File: src/rtl/wb_port_arbiter_pkg.sv
// Shared definitions for the register-file writeback port arbiter.
// Holds the arbiter FSM encoding and the default sizing of the
// multi-cycle result buffer and starvation limit.
package wb_port_arbiter_pkg;

  localparam int WB_FIFO_DEPTH = 2;   // default result buffer entries
  localparam int WB_STARVE_LIM = 8;   // default blocked cycles before stall
  localparam int WB_ADDR_W     = 4;
  localparam int WB_DATA_W     = 32;

  // IDLE   : result buffer empty
  // DRAIN  : buffer holds results, counting cycles the head is blocked
  // STARVE : pipeline is being frozen so the head can write
  typedef enum logic [1:0] {
    IDLE   = 2'd0,
    DRAIN  = 2'd1,
    STARVE = 2'd2
  } arb_state_t;

endpackage

File: src/rtl/wb_result_fifo.sv
// Result buffer for multi-cycle unit writebacks.
// Strict FIFO with wrap-around pointers. Exposes per-slot valid bits and
// addresses so the arbiter can run a hazard compare against every entry.
// Ports:
//   clk, rst         : clock, synchronous active-high reset
//   push, push_addr,
//   push_data        : enqueue (ignored when full)
//   pop              : dequeue head (ignored when empty)
//   count            : number of valid entries
//   head_addr/data   : oldest entry
//   entry_vld/addr   : per-slot valid flag and destination register
module wb_result_fifo
  import wb_port_arbiter_pkg::*;
#(
  parameter int DEPTH = WB_FIFO_DEPTH,
  localparam int PW = (DEPTH > 1) ? $clog2(DEPTH) : 1,
  localparam int CW = $clog2(DEPTH + 1)
) (
  input  logic                             clk,
  input  logic                             rst,
  input  logic                             push,
  input  logic [WB_ADDR_W-1:0]             push_addr,
  input  logic [WB_DATA_W-1:0]             push_data,
  input  logic                             pop,
  output logic [CW-1:0]                    count,
  output logic [WB_ADDR_W-1:0]             head_addr,
  output logic [WB_DATA_W-1:0]             head_data,
  output logic [DEPTH-1:0]                 entry_vld,
  output logic [DEPTH-1:0][WB_ADDR_W-1:0]  entry_addr
);

  logic [PW-1:0]                    wr_ptr;
  logic [PW-1:0]                    rd_ptr;
  logic [DEPTH-1:0][WB_ADDR_W-1:0]  addr_mem;
  logic [WB_DATA_W-1:0]             data_mem [DEPTH];
  logic                             push_ok;
  logic                             pop_ok;

  function automatic logic [PW-1:0] ptr_inc(input logic [PW-1:0] p);
    return (p == PW'(DEPTH - 1)) ? '0 : p + PW'(1);
  endfunction

  assign push_ok = push && (count < CW'(DEPTH));
  assign pop_ok  = pop && (count != '0);

  // Control state. A push and a pop never target the same slot: that would
  // need the buffer to be both empty and full.
  always_ff @(posedge clk) begin
    if (rst) begin
      wr_ptr    <= '0;
      rd_ptr    <= '0;
      count     <= '0;
      entry_vld <= '0;
    end else begin
      if (push_ok) begin
        wr_ptr            <= ptr_inc(wr_ptr);
        entry_vld[wr_ptr] <= 1'b1;
      end
      if (pop_ok) begin
        rd_ptr            <= ptr_inc(rd_ptr);
        entry_vld[rd_ptr] <= 1'b0;
      end
      case ({push_ok, pop_ok})
        2'b10:   count <= count + CW'(1);
        2'b01:   count <= count - CW'(1);
        default: count <= count;
      endcase
    end
  end

  // Payload storage needs no reset; entry_vld qualifies every slot.
  always_ff @(posedge clk) begin
    if (push_ok) begin
      addr_mem[wr_ptr] <= push_addr;
      data_mem[wr_ptr] <= push_data;
    end
  end

  assign head_addr  = addr_mem[rd_ptr];
  assign head_data  = data_mem[rd_ptr];
  assign entry_addr = addr_mem;

endmodule

File: src/rtl/wb_port_arbiter.sv
// Register-file write port arbiter between the pipeline writeback stage and
// a buffered multi-cycle unit. Pipeline writes always win; buffered results
// fill idle slots, and a starvation FSM freezes the pipeline when the buffer
// head has been blocked too long.
// Ports:
//   clk, rst                       : clock, synchronous active-high reset
//   we/dst_addr/rf_w_data_DM_WB    : pipeline writeback request
//   mc_vld/mc_addr/mc_data, mc_rdy : multi-cycle result handshake
//   hz_addr, hz_pending            : decode hazard query on buffered results
//   stall_pipe                     : registered pipeline freeze request
//   rf_we/rf_w_addr/rf_w_data      : registered register-file write
//   dbg_state                      : current arbiter FSM state
//
// Handshake: a result transfers on a rising edge where mc_vld and mc_rdy are
// both 1. mc_rdy comes only from the registered fill level, so it does not
// depend on mc_vld or on a pop in the same cycle. The producer holds mc_vld,
// mc_addr and mc_data stable until the transfer edge.
module wb_port_arbiter
  import wb_port_arbiter_pkg::*;
#(
  parameter int FIFO_DEPTH = WB_FIFO_DEPTH,
  parameter int STARVE_LIM = WB_STARVE_LIM
) (
  input  logic                  clk,
  input  logic                  rst,
  input  logic                  we_DM_WB,
  input  logic [WB_ADDR_W-1:0]  dst_addr_DM_WB,
  input  logic [WB_DATA_W-1:0]  rf_w_data_DM_WB,
  input  logic                  mc_vld,
  input  logic [WB_ADDR_W-1:0]  mc_addr,
  input  logic [WB_DATA_W-1:0]  mc_data,
  output logic                  mc_rdy,
  input  logic [WB_ADDR_W-1:0]  hz_addr,
  output logic                  hz_pending,
  output logic                  stall_pipe,
  output logic                  rf_we,
  output logic [WB_ADDR_W-1:0]  rf_w_addr,
  output logic [WB_DATA_W-1:0]  rf_w_data,
  output arb_state_t            dbg_state
);

  localparam int CW = $clog2(FIFO_DEPTH + 1);
  localparam logic [3:0] STARVE_LIM4 = 4'(STARVE_LIM);

  logic [CW-1:0]                         count;
  logic [WB_ADDR_W-1:0]                  head_addr;
  logic [WB_DATA_W-1:0]                  head_data;
  logic [FIFO_DEPTH-1:0]                 entry_vld;
  logic [FIFO_DEPTH-1:0][WB_ADDR_W-1:0]  entry_addr;

  logic       push;
  logic       pop;
  logic       last_entry;
  arb_state_t state, state_nxt;
  logic [3:0] blk_cnt, blk_cnt_nxt;
  logic       stall_nxt;

  assign mc_rdy     = (count < CW'(FIFO_DEPTH));
  assign push       = mc_vld && mc_rdy;
  // Head writes only into a slot the pipeline leaves free; a result pushed
  // this cycle is not visible as head until the next cycle, so no bypass.
  assign pop        = !we_DM_WB && (count != '0);
  assign last_entry = (count == CW'(1));

  wb_result_fifo #(.DEPTH(FIFO_DEPTH)) u_fifo (
    .clk        (clk),
    .rst        (rst),
    .push       (push),
    .push_addr  (mc_addr),
    .push_data  (mc_data),
    .pop        (pop),
    .count      (count),
    .head_addr  (head_addr),
    .head_data  (head_data),
    .entry_vld  (entry_vld),
    .entry_addr (entry_addr)
  );

  // A head being popped stays valid in the buffer until the edge that
  // registers its write, so it keeps flagging the hazard this cycle.
  always_comb begin
    hz_pending = 1'b0;
    for (int i = 0; i < FIFO_DEPTH; i++) begin
      if (entry_vld[i] && (entry_addr[i] == hz_addr)) hz_pending = 1'b1;
    end
  end

  // Registered write port.
  always_ff @(posedge clk) begin
    if (rst) begin
      rf_we     <= 1'b0;
      rf_w_addr <= '0;
      rf_w_data <= '0;
    end else if (we_DM_WB) begin
      rf_we     <= 1'b1;
      rf_w_addr <= dst_addr_DM_WB;
      rf_w_data <= rf_w_data_DM_WB;
    end else if (pop) begin
      rf_we     <= 1'b1;
      rf_w_addr <= head_addr;
      rf_w_data <= head_data;
    end else begin
      rf_we     <= 1'b0;
    end
  end

  // FSM state register.
  always_ff @(posedge clk) begin
    if (rst) begin
      state      <= IDLE;
      blk_cnt    <= '0;
      stall_pipe <= 1'b0;
    end else begin
      state      <= state_nxt;
      blk_cnt    <= blk_cnt_nxt;
      stall_pipe <= stall_nxt;
    end
  end

  // FSM next state. In DRAIN a non-popping cycle always means the head was
  // blocked by a pipeline write, since the buffer is non-empty there.
  always_comb begin
    state_nxt   = state;
    blk_cnt_nxt = blk_cnt;
    stall_nxt   = 1'b0;
    case (state)
      IDLE: begin
        blk_cnt_nxt = '0;
        if (push) state_nxt = DRAIN;
      end
      DRAIN: begin
        if (pop) begin
          blk_cnt_nxt = '0;
          if (last_entry && !push) state_nxt = IDLE;
        end else if (we_DM_WB) begin
          blk_cnt_nxt = blk_cnt + 4'd1;
          if (blk_cnt_nxt >= STARVE_LIM4) begin
            state_nxt = STARVE;
            stall_nxt = 1'b1;
          end
        end
      end
      STARVE: begin
        // Stall holds even if the pipeline still writes this cycle.
        stall_nxt = 1'b1;
        if (pop) begin
          stall_nxt   = 1'b0;
          blk_cnt_nxt = '0;
          state_nxt   = (last_entry && !push) ? IDLE : DRAIN;
        end
      end
      default: begin
        state_nxt   = IDLE;
        blk_cnt_nxt = '0;
      end
    endcase
  end

  assign dbg_state = state;

endmodule

File: config.mk
export PLATFORM = sky130hd
export DESIGN_NAME = wb_port_arbiter
export DESIGN_NICKNAME = d
export VERILOG_FILES = /design/src/rtl/wb_port_arbiter_pkg.sv /design/src/rtl/wb_result_fifo.sv /design/src/rtl/wb_port_arbiter.sv
export SDC_FILE = /design/constraint.sdc
export NUM_CORES = 1
export LEC_CHECK = 0
export BUFFER_PORTS_ARGS = -buffer_cell sky130_fd_sc_hd__buf_2
export CAP_MARGIN = 20
export CORE_MARGIN = 2
export CORE_UTILIZATION = 50
export CTS_CLUSTER_SIZE = 12
export DETAILED_ROUTE_END_ITERATION = 8
export PLACE_DENSITY = 0.75
export SETUP_SLACK_MARGIN = 0.3
export SLEW_MARGIN = 10
export SYNTH_ARGS = -nofsm -noshare
export SYNTH_HDL_FRONTEND = slang
export SYNTH_HIERARCHICAL = 1
export SYNTH_SLANG_ARGS = --single-unit
export TNS_END_PERCENT = 20
File: constraint.sdc
create_clock -name clk -period 5.9 [get_ports clk]
set_clock_uncertainty 0.2 [all_clocks]
set_input_delay 0.295 -clock clk [delete_from_list [all_inputs] [get_ports clk]]
set_output_delay 0.295 -clock clk [all_outputs]
set_load 0.03 [all_outputs]
; ---- Yosys cells after proc, flatten, opt, wreduce, memory -nomap -nowiden
; Memories as Yosys holds them, arrays and structs flattened. A register that Yosys moved wholly into a read port is not among the register bits.
; Index checks and enable logic that the tools add are counted.
; W data, S select, Z words.
[totals]
word_cells = 100
ram_bits = 64
regBits = 58
mem_count = 1
output_inout_bits = 42
[memory_table]
columns = name, depth, width, read_ports, rd_clocked_by_memory_dff, write_ports, line_no
row1 = u_fifo.data_mem, 2, 32, 1, 1, 1, wb_result_fifo.sv:35  ; logic [WB_DATA_W-1:0] data_mem [DEPTH];
[classes]
magnitude_cmp = 6
n_bitwise = 3
eq_ne = 12
reduce_logical = 17
muxes = 44
n_addsub = 5
[ops]
columns = op, count
row1 = $mux W32, 2
row2 = $mux W4, 8
row3 = $mux W2, 9
row4 = $mux W1, 17
row5 = $logic_and A1 B1 Y1, 9
row6 = $bwmux W8, 1
row7 = $eq A4 B4 Y1, 2
row8 = $pmux W4 S2, 1
row9 = $eq A2 B1 Y1 const B, 3
row10 = $ne A3 B2 Y1 const B, 2
row11 = $pmux W2 S3, 1
row12 = $reduce_bool A2 Y1, 3
row13 = $reduce_and A5 Y1, 1
row14 = $add A4 B1 Y4 const B, 1
row15 = $demux W4 S1, 1
row16 = $eq A2 B2 Y1 const B, 2
row17 = $ge A4 B4 Y1 const B, 1
row18 = $lt A1 B2 Y1 const B, 2
row19 = $pmux W2 S2, 1
row20 = $ne A3 B3 Y1 const B, 1
row21 = $add A1 B1 Y1 const B, 2
row22 = $add A2 B1 Y2 const B, 1
row23 = $and A2 B2 Y2, 1
row24 = $demux W1 S1, 2
row25 = other kinds (11), 13

; ---- Longest topological paths before layout
; Gate-level depths: netlist of the first run.
[logic_depth]
word_depth = 9
mapped_depth = 6

; ---- By module
; Netlist of the first run, hierarchy kept.
[by_module_without_submodules]
columns = mod, instances, area_each_um2, cells_per_inst
row1 = wb_result_fifo, 1, 3012.9, 143
row2 = wb_port_arbiter, 1, 2367.3, 226

; ---- Worst setup path after synthesis of the first run
; No wires, ideal clock.
[synth_timing]
path_type = register to register
from = register u_fifo.count[1]
to = memory u_fifo.data_mem[0][0] (enable)
arrival_time_ns = 2.136
slack_ns = 3.139
setup_ns = 0.425
path_buffers = 0
path_stages_with_launch = 3
synth_period_minus_slack_ns = 2.761
path_cell_list = dfxtp_1 -> nor2b_1 -> nor3b_2
[synth_via]
elab_chain_len = 5
[synth_lines]
columns = element, line_no
row1 = "start, declared", wb_result_fifo.sv:25  ; output logic [CW-1:0] count,
row2 = "start signal, assigned", wb_result_fifo.sv:64  ; 2'b10: count <= count + CW'(1);
row3 = "start signal, assigned", wb_result_fifo.sv:65  ; 2'b01: count <= count - CW'(1);
row4 = "start signal, assigned", wb_result_fifo.sv:66  ; default: count <= count;
row5 = $lt A2 B2 Y1, wb_port_arbiter.sv:58  ; assign mc_rdy = (count < CW'(FIFO_DEPTH));
row6 = $logic_and A1 B1 Y1, wb_port_arbiter.sv:59  ; assign push = mc_vld && mc_rdy;
row7 = named net push, wb_port_arbiter.sv:51  ; logic push;
row8 = $logic_and A1 B1 Y1, wb_result_fifo.sv:43  ; assign push_ok = push && (count < CW'(DEPTH));
row9 = $mux W1, wb_result_fifo.sv:73  ; if (push_ok) begin
row10 = $mux W1 (implied by the code), wb_result_fifo.sv:75  ; data_mem[wr_ptr] <= push_data;
row11 = "end, declared", wb_result_fifo.sv:35
; The timed path passes the listed nets, and every way through them passes these cells.

; ---- Worst setup path after layout of the first run
[layout_timing]
from = register u_fifo.count[1]
to = memory u_fifo.data_mem[0][12] (enable)
; Same word-level chain as after synthesis.

==> results.cfg, run 1 <==
[critical_path]
cp_top_family = simple AND/OR/NAND/NOR gates
critPathLaunchType = flip-flop
end_kind = flip-flop
required_ns = 5.89
r2r_start = u_fifo/count[1]
path_class = flip-flop to flip-flop
cp_slowest_cell = nor3b_4
critical_path_buf_inv_count = 1
reg2regPathDepth = 3
arrival_ns = 2.63
critPathMaxStageDelay_ns = 0.89
r2r-end = u_fifo/data_mem[0][12]
critPathMaxFanout = 21
reg2reg_slack_ns = 3.25
worstPathCellList = nor2b_1 -> nor3b_4 -> buf_4

[synth]
synth_edf_count = 72
synthSimpleGateAreaFrac_pct = 6.209
synthTopCellsByCount = edfxtp_1 (72), dfxtp_1 (51), nor2_1 (47)
ys_seq_area_share_pct = 59.16
synth_top_area_share_pct = 40.19
ys.flop_type = edfxtp_1
syn_inst = 369
synth.distinct_cells = 43
syn_area_per_cell_sq_um = 14.58
synth_top_family_by_area = multiplexers
synth_compound_area_share_pct = 10.77
async_flop_share_pct = 0
ys_ff_latch = 123
synth-xor-area-share_pct = 1.953
yosys.area.top_type = edfxtp_1
synth_most_common_cell = edfxtp_1
syn_area_sq_mm = 0.005380
ys_warn_count = 6
synth_nets = 454
muxShareOfSynthArea_pct = 16.93
synthAdderAreaFrac_pct = 1.163
ys_top_cells_by_area = edfxtp_1 (40%), dfxtp_1 (19%), a211oi_2 (8.4%)

[clocking]
cts_hold_buf = 69
cts.repair.resized = 0
path_clk_slew_ns = 0.06
postCtsSetupBuffers = 0
htreeDepth = 4
cts_sinks = 123
cts_buffers = 17
root_buffer = clkbuf_8
insertion_delay_ns = 0.52
cts_max_path_buffers = 2
tritoncts = built

[sta]
max_freq_ghz = 0.3777
worst_slew_pin_slew_ns = 1.011
finalSetupViolations = 0
setup-tns-final_ns = 0
hold_viol = 0
finalMaxSlewViolations = 0
slew_headroom_pct = 32.56
period_minus_slack_ns = 2.648
finalCritPeriodShare_pct = 44.88
grt_setup_unrepaired = no
hold_ws_ns = 0.004002
fin_ws_ns = 3.252

[placement]
postPlaceCellArea_sq_mm = 0.006001
io_buffers = 121
routabilityCongestion = 0.7857
dp_hpwl_mm = 6.470
dpl_worst_slack_ns = 3.121
dp.cells = 606

[global_routing]
grt_pass1_wl_mm = 17.61
grt_max_degree = 74
grt-ovfl-total = 0
antenna_found_initial = 0
grt_usage_pct = 20.25
grt_pass1_vias = 3704

[final_layout]
nNetsFinal = 645
area_growth_pct = 34.60
drive_above_1_share_pct = 39.97
fin_cells = 709
diodes = 0
finalCoreUtilization_pct = 69.84
fin_area_sq_mm = 0.007242

[run_status]
status = complete, no violations

[floorplanning]
ios = 122
die_area_sq_mm = 0.01161
rows = 37
start_util_pct = 51.88
core_area_sq_mm = 0.01037
die_w_um = 107.7
die_h_um = 107.7

[detailed_routing]
dr_wl_met2_mm = 5.767
wl_mm = 11.24
drc = 0
vias = 3554
drtIter0Drc = 132
top_layer = met4
wl_met1_mm = 4.799
wl_per_cell_um = 15.86
dr.pass1.iters = 4
met3_wirelength_um = 469
vias_per_cell = 5.013
drtAntennaViolNets = 0

[worst_hold_path]
min-delay-path-class = input pin to flip-flop
min_to = rf_w_addr[2]
hp-start = dst_addr_DM_WB[2]
hold_depth = 3

[job]
maxCapViolCount = 0

[power]
p_leak_nw = 2.999
max-vdd-ir-drop_v = 0.0001987
p_total_mw = 2.423
power.density_mw_per_mm2 = 334.6
how the worst max path moves through the flow:
stage | startpoint | to | slack, ns | depth (start not counted)
6_report | u_fifo/count[1] | u_fifo/data_mem[0][12] | 3.25 | 3
5_1_grt | u_fifo/count[1] | u_fifo/data_mem[0][8] | 3.11 | 3
3_3_place_gp | we_DM_WB | rf_w_data[22] | 3.21 | 4
3_5_place_dp | we_DM_WB | rf_w_data[16] | 3.12 | 4
4_1_cts | u_fifo/count[1] | u_fifo/data_mem[0][0] | 3.23 | 3
2_1_floorplan | u_fifo/count[1] | u_fifo/data_mem[0][0] | 3.14 | 2
registers in the layout, summed over array words and instances (netlist names), named ones only:
name and cells:
blk_cnt 4, dbg_state 2, rf_w_addr 4, rf_w_data 32, rf_we 1, stall_pipe 1
u_fifo/count 2, u_fifo/data_mem 64, u_fifo/entry_addr 8, u_fifo/entry_vld 2, u_fifo/rd_ptr 1, u_fifo/wr_ptr 1
worst min-delay path: stages:
cell      delay (ns)
buf_2           0.07
mux2i_1         0.08
a211oi_2        0.22
cell usage in the layout (no fill, tap or decap), types with 5 or more instances in the layout:
master / synthesis / routed
dfxtp_1: 51 / 50
xnor2_1: 5 / 5
ha_1: 5 / 5
a211oi_2: 36 / 36
mux2_4: 30 / 30
mux2_2: 8 / 8
clkbuf_1: 2 / 10
mux2i_1: 37 / 37
nor2_1: 47 / 47
clkbuf_16: 0 / 16
buf_2: 5 / 121
xor2_1: 7 / 7
inv_1: 6 / 6
dlygate4sd3_1: 0 / 69
edfxtp_1: 72 / 72
routing by layer:
layer | vias up | global-route usage [%]
li1 | 1750 | -
met1 | 1696 | 23.11
met2 | 90 | 35.85
met5 | - | 0
met4 | 0 | 10.07
met3 | 18 | 4.177
cells by family after synthesis:
group	after synthesis
buf+inv	28
mux	75
xor+xnor	12
simple gates	72
fa+ha+maj	5
compound gates	54
flops	123
power breakdown:
part | internal [mW] | leakage [nW] | switching, mW | total, mW
clock | 0.548 | 0.246 | 0.339 | 0.887
combinational | 0.213 | 1.66 | 0.269 | 0.482
sequential | 1.01 | 1.09 | 0.0481 | 1.05
area by class of cell:
type,count,area [sq um]
clock buffers,30,493.0
clock inverters,2,10.01
repair buffers,194,1359
inverters,6,22.52
multi-input cells,218,2003
flip-flops and latches,123,3184
fillers,741,3128
well taps,136,170.2
Note: power is estimated with default switching activity, not from simulation.
==> inputs of run 2 (changes only) <==
--- a/config.mk
+++ b/config.mk
@@ -8,10 +8,10 @@
 export BUFFER_PORTS_ARGS = -buffer_cell sky130_fd_sc_hd__buf_2
 export CAP_MARGIN = 20
 export CORE_MARGIN = 2
-export CORE_UTILIZATION = 50
+export CORE_UTILIZATION = 49
 export CTS_CLUSTER_SIZE = 12
 export DETAILED_ROUTE_END_ITERATION = 8
-export PLACE_DENSITY = 0.75
+export PLACE_DENSITY = 0.76
 export SETUP_SLACK_MARGIN = 0.3
 export SLEW_MARGIN = 10
 export SYNTH_ARGS = -nofsm -noshare
==> constraint.sdc (replaced) <==
create_clock -name clk -period 2.1 [get_ports clk]
set_clock_uncertainty 0.2 [all_clocks]
set_input_delay 0.105 -clock clk [delete_from_list [all_inputs] [get_ports clk]]
set_output_delay 0.105 -clock clk [all_outputs]
set_load 0.03 [all_outputs]
==> run 2 against run 1 <==
  * Core utilization grew 0.68 points
  * Wire length grew 9.2%
  * Global-route usage grew 1.3 points
  * Clock power grew to 3.4 times the previous value
  * First-iteration DRC count grew 39%
  * Combinational power grew to 3.1 times the previous value
  * Power grew to 3.1 times the previous value
  * Critical path type is now flip-flop to primary output
==> results.cfg, run 2 (same netlist as run 1, synthesis figures left out) <==
[job]
maxCapViolCount = 0

[detailed_routing]
drtIter0Drc = 184
wl_met1_mm = 4.862
wl_per_cell_um = 16.84
met3_wirelength_um = 670
drc = 0
wl_mm = 12.28
dr.pass1.iters = 4
vias = 3740
dr_wl_met2_mm = 6.684
drtAntennaViolNets = 0
top_layer = met4
vias_per_cell = 5.130

[global_routing]
grt_max_degree = 38
grt-ovfl-total = 0
grt_pass1_wl_mm = 18.88
grt_usage_pct = 21.50
antenna_found_initial = 0
grt_pass1_vias = 3909

[critical_path]
path_class = flip-flop to primary output
cp_slowest_cell = edfxtp_1
critPathMaxStageDelay_ns = 0.40
critPathMaxFanout = 2
critical_path_buf_inv_count = 1
crit_cells = 5
required_ns = 1.79
worstPathCellList = xor2_1 -> nor3_1 -> nand3_1 -> o41ai_2 -> buf_4
end_kind = primary output
critPathLaunchType = flip-flop
arrival_ns = 1.65
reg2regPathDepth = 6
cp_top_family = flip-flops

[floorplanning]
rows = 38
core_area_sq_mm = 0.01079
die_area_sq_mm = 0.01183
die_h_um = 108.8
die_w_um = 108.8
ios = 122
start_util_pct = 49.85

[clocking]
tritoncts = built
cts_buffers = 17
insertion_delay_ns = 0.51
path_clk_slew_ns = 0.05
htreeDepth = 4
cts_max_path_buffers = 2
cts_sinks = 123
root_buffer = clkbuf_8

[power]
p_total_mw = 7.474
power.density_mw_per_mm2 = 982.0
p_leak_nw = 3.170
max-vdd-ir-drop_v = 0.0005585

[placement]
dpl_worst_slack_ns = 0.07830
dp.cells = 617
dp_hpwl_mm = 7.300
io_buffers = 121
routabilityCongestion = 0.8379

[final_layout]
nFillCells = 696
largest_reg_flops = 64
register_area_sq_mm = 0.003194
finalCoreUtilization_pct = 70.52
area_growth_pct = 41.47
diodes = 0
multi_input_area_sq_mm = 0.002067
largest-register = u_fifo/data_mem
most-common-layout-cells = buf_2 (119), dlygate4sd3_1 (75), edfxtp_1 (72), nor2_1 (47), dfxtp_1 (46)
nNetsFinal = 661
fin_cells = 729
drive_above_1_share_pct = 43.80
layout_commonest_cell = buf_2

[sta]
finalCritPeriodShare_pct = 93.29
finalSetupViolations = 0
fin_ws_ns = 0.1410
hold_viol = 0
setup-tns-final_ns = 0
max_freq_ghz = 0.5105
slew_headroom_pct = 56.99
period_minus_slack_ns = 1.959
finalMaxSlewViolations = 0
worst_slew_pin_slew_ns = 0.6452
grt_setup_unrepaired = yes

[worst_hold_path]
hold_depth = 2
min-delay-path-class = input pin to flip-flop

[run_status]
status = complete, no violations
==> run 2: changes by cell type in the layout (fill, tap and decap cells not counted), moves of 2 or more <==
cell           change
nor2b_1            -2
clkbuf_1           -7
buf_4              +8
clkbuf_16          +4
dfxtp_1            -4
dfxtp_2            +2
buf_2              -2
ha_1               -2
dfxtp_4            +2
mux2_4             +2
buf_12             +3
dlygate4sd3_1      +6
mux2_2             -2
clkbuf_8           +3
==> run 2: layer usage <==
layer,track usage (%),vias to the layer above
met2,39.24,124
met3,5.499,6
met1,23.67,1815
li1,-,1795
met5,0,-
met4,8.974,0
==> run 2: worst reg2reg max path: stages, from the launching register on <==
cell      delay [ns]
dfxtp_2         0.33
inv_2           0.06
ha_4            0.17
nor2b_2         0.17
o21ai_2         0.15
o2111a_2        0.26
mux2_4          0.30
==> run 2: area by class of cell <==
type                    count  share of cell area (%)
clock buffers              30                   7.989
flip-flops and latches    123                   41.97
multi-input cells         219                   27.16
inverters                   6                  0.2959
clock inverters             2                  0.4603
repair buffers            209                   19.83
well taps                 140                   2.301
==> run 2: timing repair <==
action,CTS,global route
gates cloned,1,0
setup buffers,2,2
hold endpoints to repair,121,0
endpoints found under the setup margin,40,52
hold buffers,75,0
resized for setup,11,7
pin swaps,3,6
==> run 2: path summary, 6_finish.rpt <==
| check | startpoint | endpoint | slack, ns |
|---|---|---|---|
| max reg2reg | dbg_state[1] | dbg_state[1] | 0.35 |
| min reg2reg | rf_w_data[20] | rf_w_data[20] | 0.33 |
| max | u_fifo/entry_addr[1] | hz_pending | 0.14 |
| min | mc_addr[2] | u_fifo/entry_addr[6] | 0.12 |
==> run 2: stage by stage <==
| step | cell area (sq um) | hold slack (ns) |
|---|---|---|
| after CTS | 7567 | 0.09591 |
| after floorplan | 5398 | -0.03564 |
| after detailed placement | 6120 | 0.09611 |
| after global placement | 6120 | 0.09355 |
| after global routing | 7611 | 0.1088 |
| final | 7611 | 0.1162 |
==> run 2: where the power goes <==
group / total, mW / switching, mW / internal [mW]
clock: 3.00 / 0.954 / 2.05
sequential: 2.97 / 0.137 / 2.83
combinational: 1.51 / 0.826 / 0.679
==> inputs of run 3 (changes only) <==
--- a/config.mk
+++ b/config.mk
@@ -5,13 +5,14 @@
 export SDC_FILE = /design/constraint.sdc
 export NUM_CORES = 1
 export LEC_CHECK = 0
+export ABC_AREA = 1
 export BUFFER_PORTS_ARGS = -buffer_cell sky130_fd_sc_hd__buf_2
 export CAP_MARGIN = 20
 export CORE_MARGIN = 2
-export CORE_UTILIZATION = 49
+export CORE_UTILIZATION = 48
 export CTS_CLUSTER_SIZE = 12
 export DETAILED_ROUTE_END_ITERATION = 8
-export PLACE_DENSITY = 0.76
+export PLACE_DENSITY = 0.75
 export SETUP_SLACK_MARGIN = 0.3
 export SLEW_MARGIN = 10
 export SYNTH_ARGS = -nofsm -noshare
==> run 3 against run 2 <==
  * Non-clock buffer count is 12 higher
  * Via count up 13%
  * Cell area shrank 2.6%
  * Setup slack improved by 0.11 ns
  * Combinational power decreased by 7%
  * Flip-flop and latch count stayed put
  * Global-route usage grew 1.6 points
  * Clock-buffer cell count fell by 12
  * Maximum frequency grew 5.7%
  * Largest cell class unchanged
==> results.cfg, run 3 <==
[final_layout]
nNetsFinal = 754
register_area_sq_mm = 0.003186
largest_reg_flops = 64
area_growth_pct = 43.24
multi_input_area_sq_mm = 0.001775
nFillCells = 708
layout_commonest_cell = buf_2
largest-register = u_fifo/data_mem
diodes = 0
most-common-layout-cells = buf_2 (120), nand2_1 (107), dlygate4sd3_1 (87), edfxtp_1 (72), dfxtp_1 (49)
drive_above_1_share_pct = 31.67

[worst_hold_path]
min-delay-path-class = input pin to flip-flop

[detailed_routing]
drc = 0
wl_mm = 12.93
dr.pass1.iters = 8
vias = 4235
wl_per_cell_um = 15.80
vias_per_cell = 5.177
drtAntennaViolNets = 0
drtIter0Drc = 352

[critical_path]
critPathMaxFanout = 2
end_kind = primary output
worstPathCellList = xnor2_1 -> nand4_1 -> o22ai_2 -> buf_6
critPathMaxStageDelay_ns = 0.41
required_ns = 1.79
path_class = flip-flop to primary output
critPathLaunchType = flip-flop
arrival_ns = 1.55
cp_slowest_cell = edfxtp_1

[sta]
worst_slew_pin_slew_ns = 0.3915
grt_setup_unrepaired = yes
finalSetupViolations = 0
finalCritPeriodShare_pct = 88.24
max_freq_ghz = 0.5397
finalMaxSlewViolations = 0
slew_headroom_pct = 73.86
hold_ws_ns = 0.1168
fin_ws_ns = 0.2470
period_minus_slack_ns = 1.853
hold_viol = 0
setup-tns-final_ns = 0

[global_routing]
antenna_found_initial = 0
grt-ovfl-total = 0
grt_usage_pct = 23.14
grt_pass1_wl_mm = 20.34
grt_pass1_vias = 4270
grt_max_degree = 41

[floorplanning]
die_area_sq_mm = 0.01163
rows = 37
core_area_sq_mm = 0.01042
die_w_um = 107.8
start_util_pct = 49.69
ios = 122
die_h_um = 107.8

[clocking]
htreeDepth = 4
insertion_delay_ns = 0.51
tritoncts = built
cts_sinks = 123
root_buffer = clkbuf_8
cts_buffers = 17
cts_max_path_buffers = 2
path_clk_slew_ns = 0.06

[placement]
routabilityCongestion = 0.8764
io_buffers = 121
dpl_worst_slack_ns = 0.4360
dp_hpwl_mm = 7.618

[synth]
syn_area_sq_mm = 0.005176
synth_nets = 537
yosys.area.top_type = edfxtp_1
synth_most_common_cell = nand2_1
synthTopCellsByCount = nand2_1 (108), edfxtp_1 (72), dfxtp_1 (51)
async_flop_share_pct = 0
synth.distinct_cells = 31
syn_inst = 452
ys.flop_type = edfxtp_1
synth_top_area_share_pct = 41.77
ys_warn_count = 6
syn_area_per_cell_sq_um = 11.45
ys_seq_area_share_pct = 61.49
synth_edf_count = 72
ys_ff_latch = 123
ys_top_cells_by_area = edfxtp_1 (42%), dfxtp_1 (20%), mux2_4 (8.7%)

[power]
power.density_mw_per_mm2 = 983.8
max-vdd-ir-drop_v = 0.0007966
p_leak_nw = 3.123

[run_status]
status = complete, no violations

[job]
maxCapViolCount = 0
[run 3: changes by cell type in the layout (fill, tap and decap cells not counted), sizes merged, moves of 6 or more]
cell,previous run,this run
mux2,38,32
a211oi,36,0
a31oi,0,36
o21ai,4,39
clkbuf,31,18
nand2,3,112
xor2,7,1
nor2,47,20
inv,6,29
dlygate4sd3,75,87
nand3,3,13
mux2i,37,0
[run 3: logic make-up after synthesis]
kind of cell	after synthesis	share of synthesized area [%]
DFF	123	61.49
AOI/OAI and AO/OA	87	9.452
muxes	32	9.137
adders and majority gates	5	1.209
xor gates and xnor gates	9	1.523
buffers and inverters	45	4.810
and+or+nand+nor	151	12.38
[run 3: final cells by class]
class | count | share of cell area (%)
clock buffer | 18 | 5.636
clock inverter | 14 | 2.464
inverter | 22 | 1.114
multi-input combinational | 284 | 23.95
sequential | 123 | 42.96
tap | 136 | 2.295
timing repair buffer | 221 | 21.58
[run 3: power by group]
part,switching (mW),total (mW),leakage [nW],internal [mW]
combinational,0.833,1.41,1.74,0.576
sequential,0.127,2.94,1.10,2.82
clock,1.11,2.94,0.290,1.84
total,2.07,7.29,3.12,5.23
[run 3: repair_timing]
| item | 4_1_cts | 5_1_grt |
|---|---|---|
| pin swaps | 1 | 1 |
| setup endpoints to repair | 1 | 13 |
| gates resized for setup | 1 | 5 |
| hold buffers | 87 | 0 |
| endpoints found under the hold margin | 119 | 0 |
| setup buffers | 1 | 0 |
[run 3: path summary, 6_finish.rpt]
path,from,to,slack (ns),cells past startpoint
worst min register to register,blk_cnt[1],blk_cnt[1],0.32,2
worst max register to register,u_fifo/count[1],u_fifo/data_mem[1][17],0.41,4
worst min-delay path,mc_data[11],u_fifo/data_mem[1][11],0.12,2
worst max-delay path,u_fifo/entry_addr[7],hz_pending,0.25,4
[run 3: through the flow]
stage                     power (mW)  area [sq um]  util, %  instances
after detailed placement       4.233          5916    56.79        698
after CTS                      7.291          7397    71.02        818
after floorplan                3.869          5202        -        452
final                          7.294          7415    71.18        818
after global placement         4.203          5916    56.79        698
after global routing           7.579          7415    71.18        818
[run 3: routing by layer]
| metal | routed length [um] | share of wire, % | GRT usage (%) |
|---|---|---|---|
| met1 | 5314 | 41 | 27.40 |
| met2 | 6436 | 50 | 39.67 |
| met3 | 848 | 6.6 | 5.932 |
| met4 | 328 | 2.5 | 10.07 |
| met5 | 0 | 0 | 0 |
[run 3: critical path, delay by kind of cell (launching register included)]
| family | cells | cell delay (ns) |
|---|---|---|
| xor+xnor | 1 | 0.19 |
| simple gates | 1 | 0.15 |
| buf+inv | 1 | 0.15 |
| compound gates | 1 | 0.14 |
| flops | 1 | 0.41 |
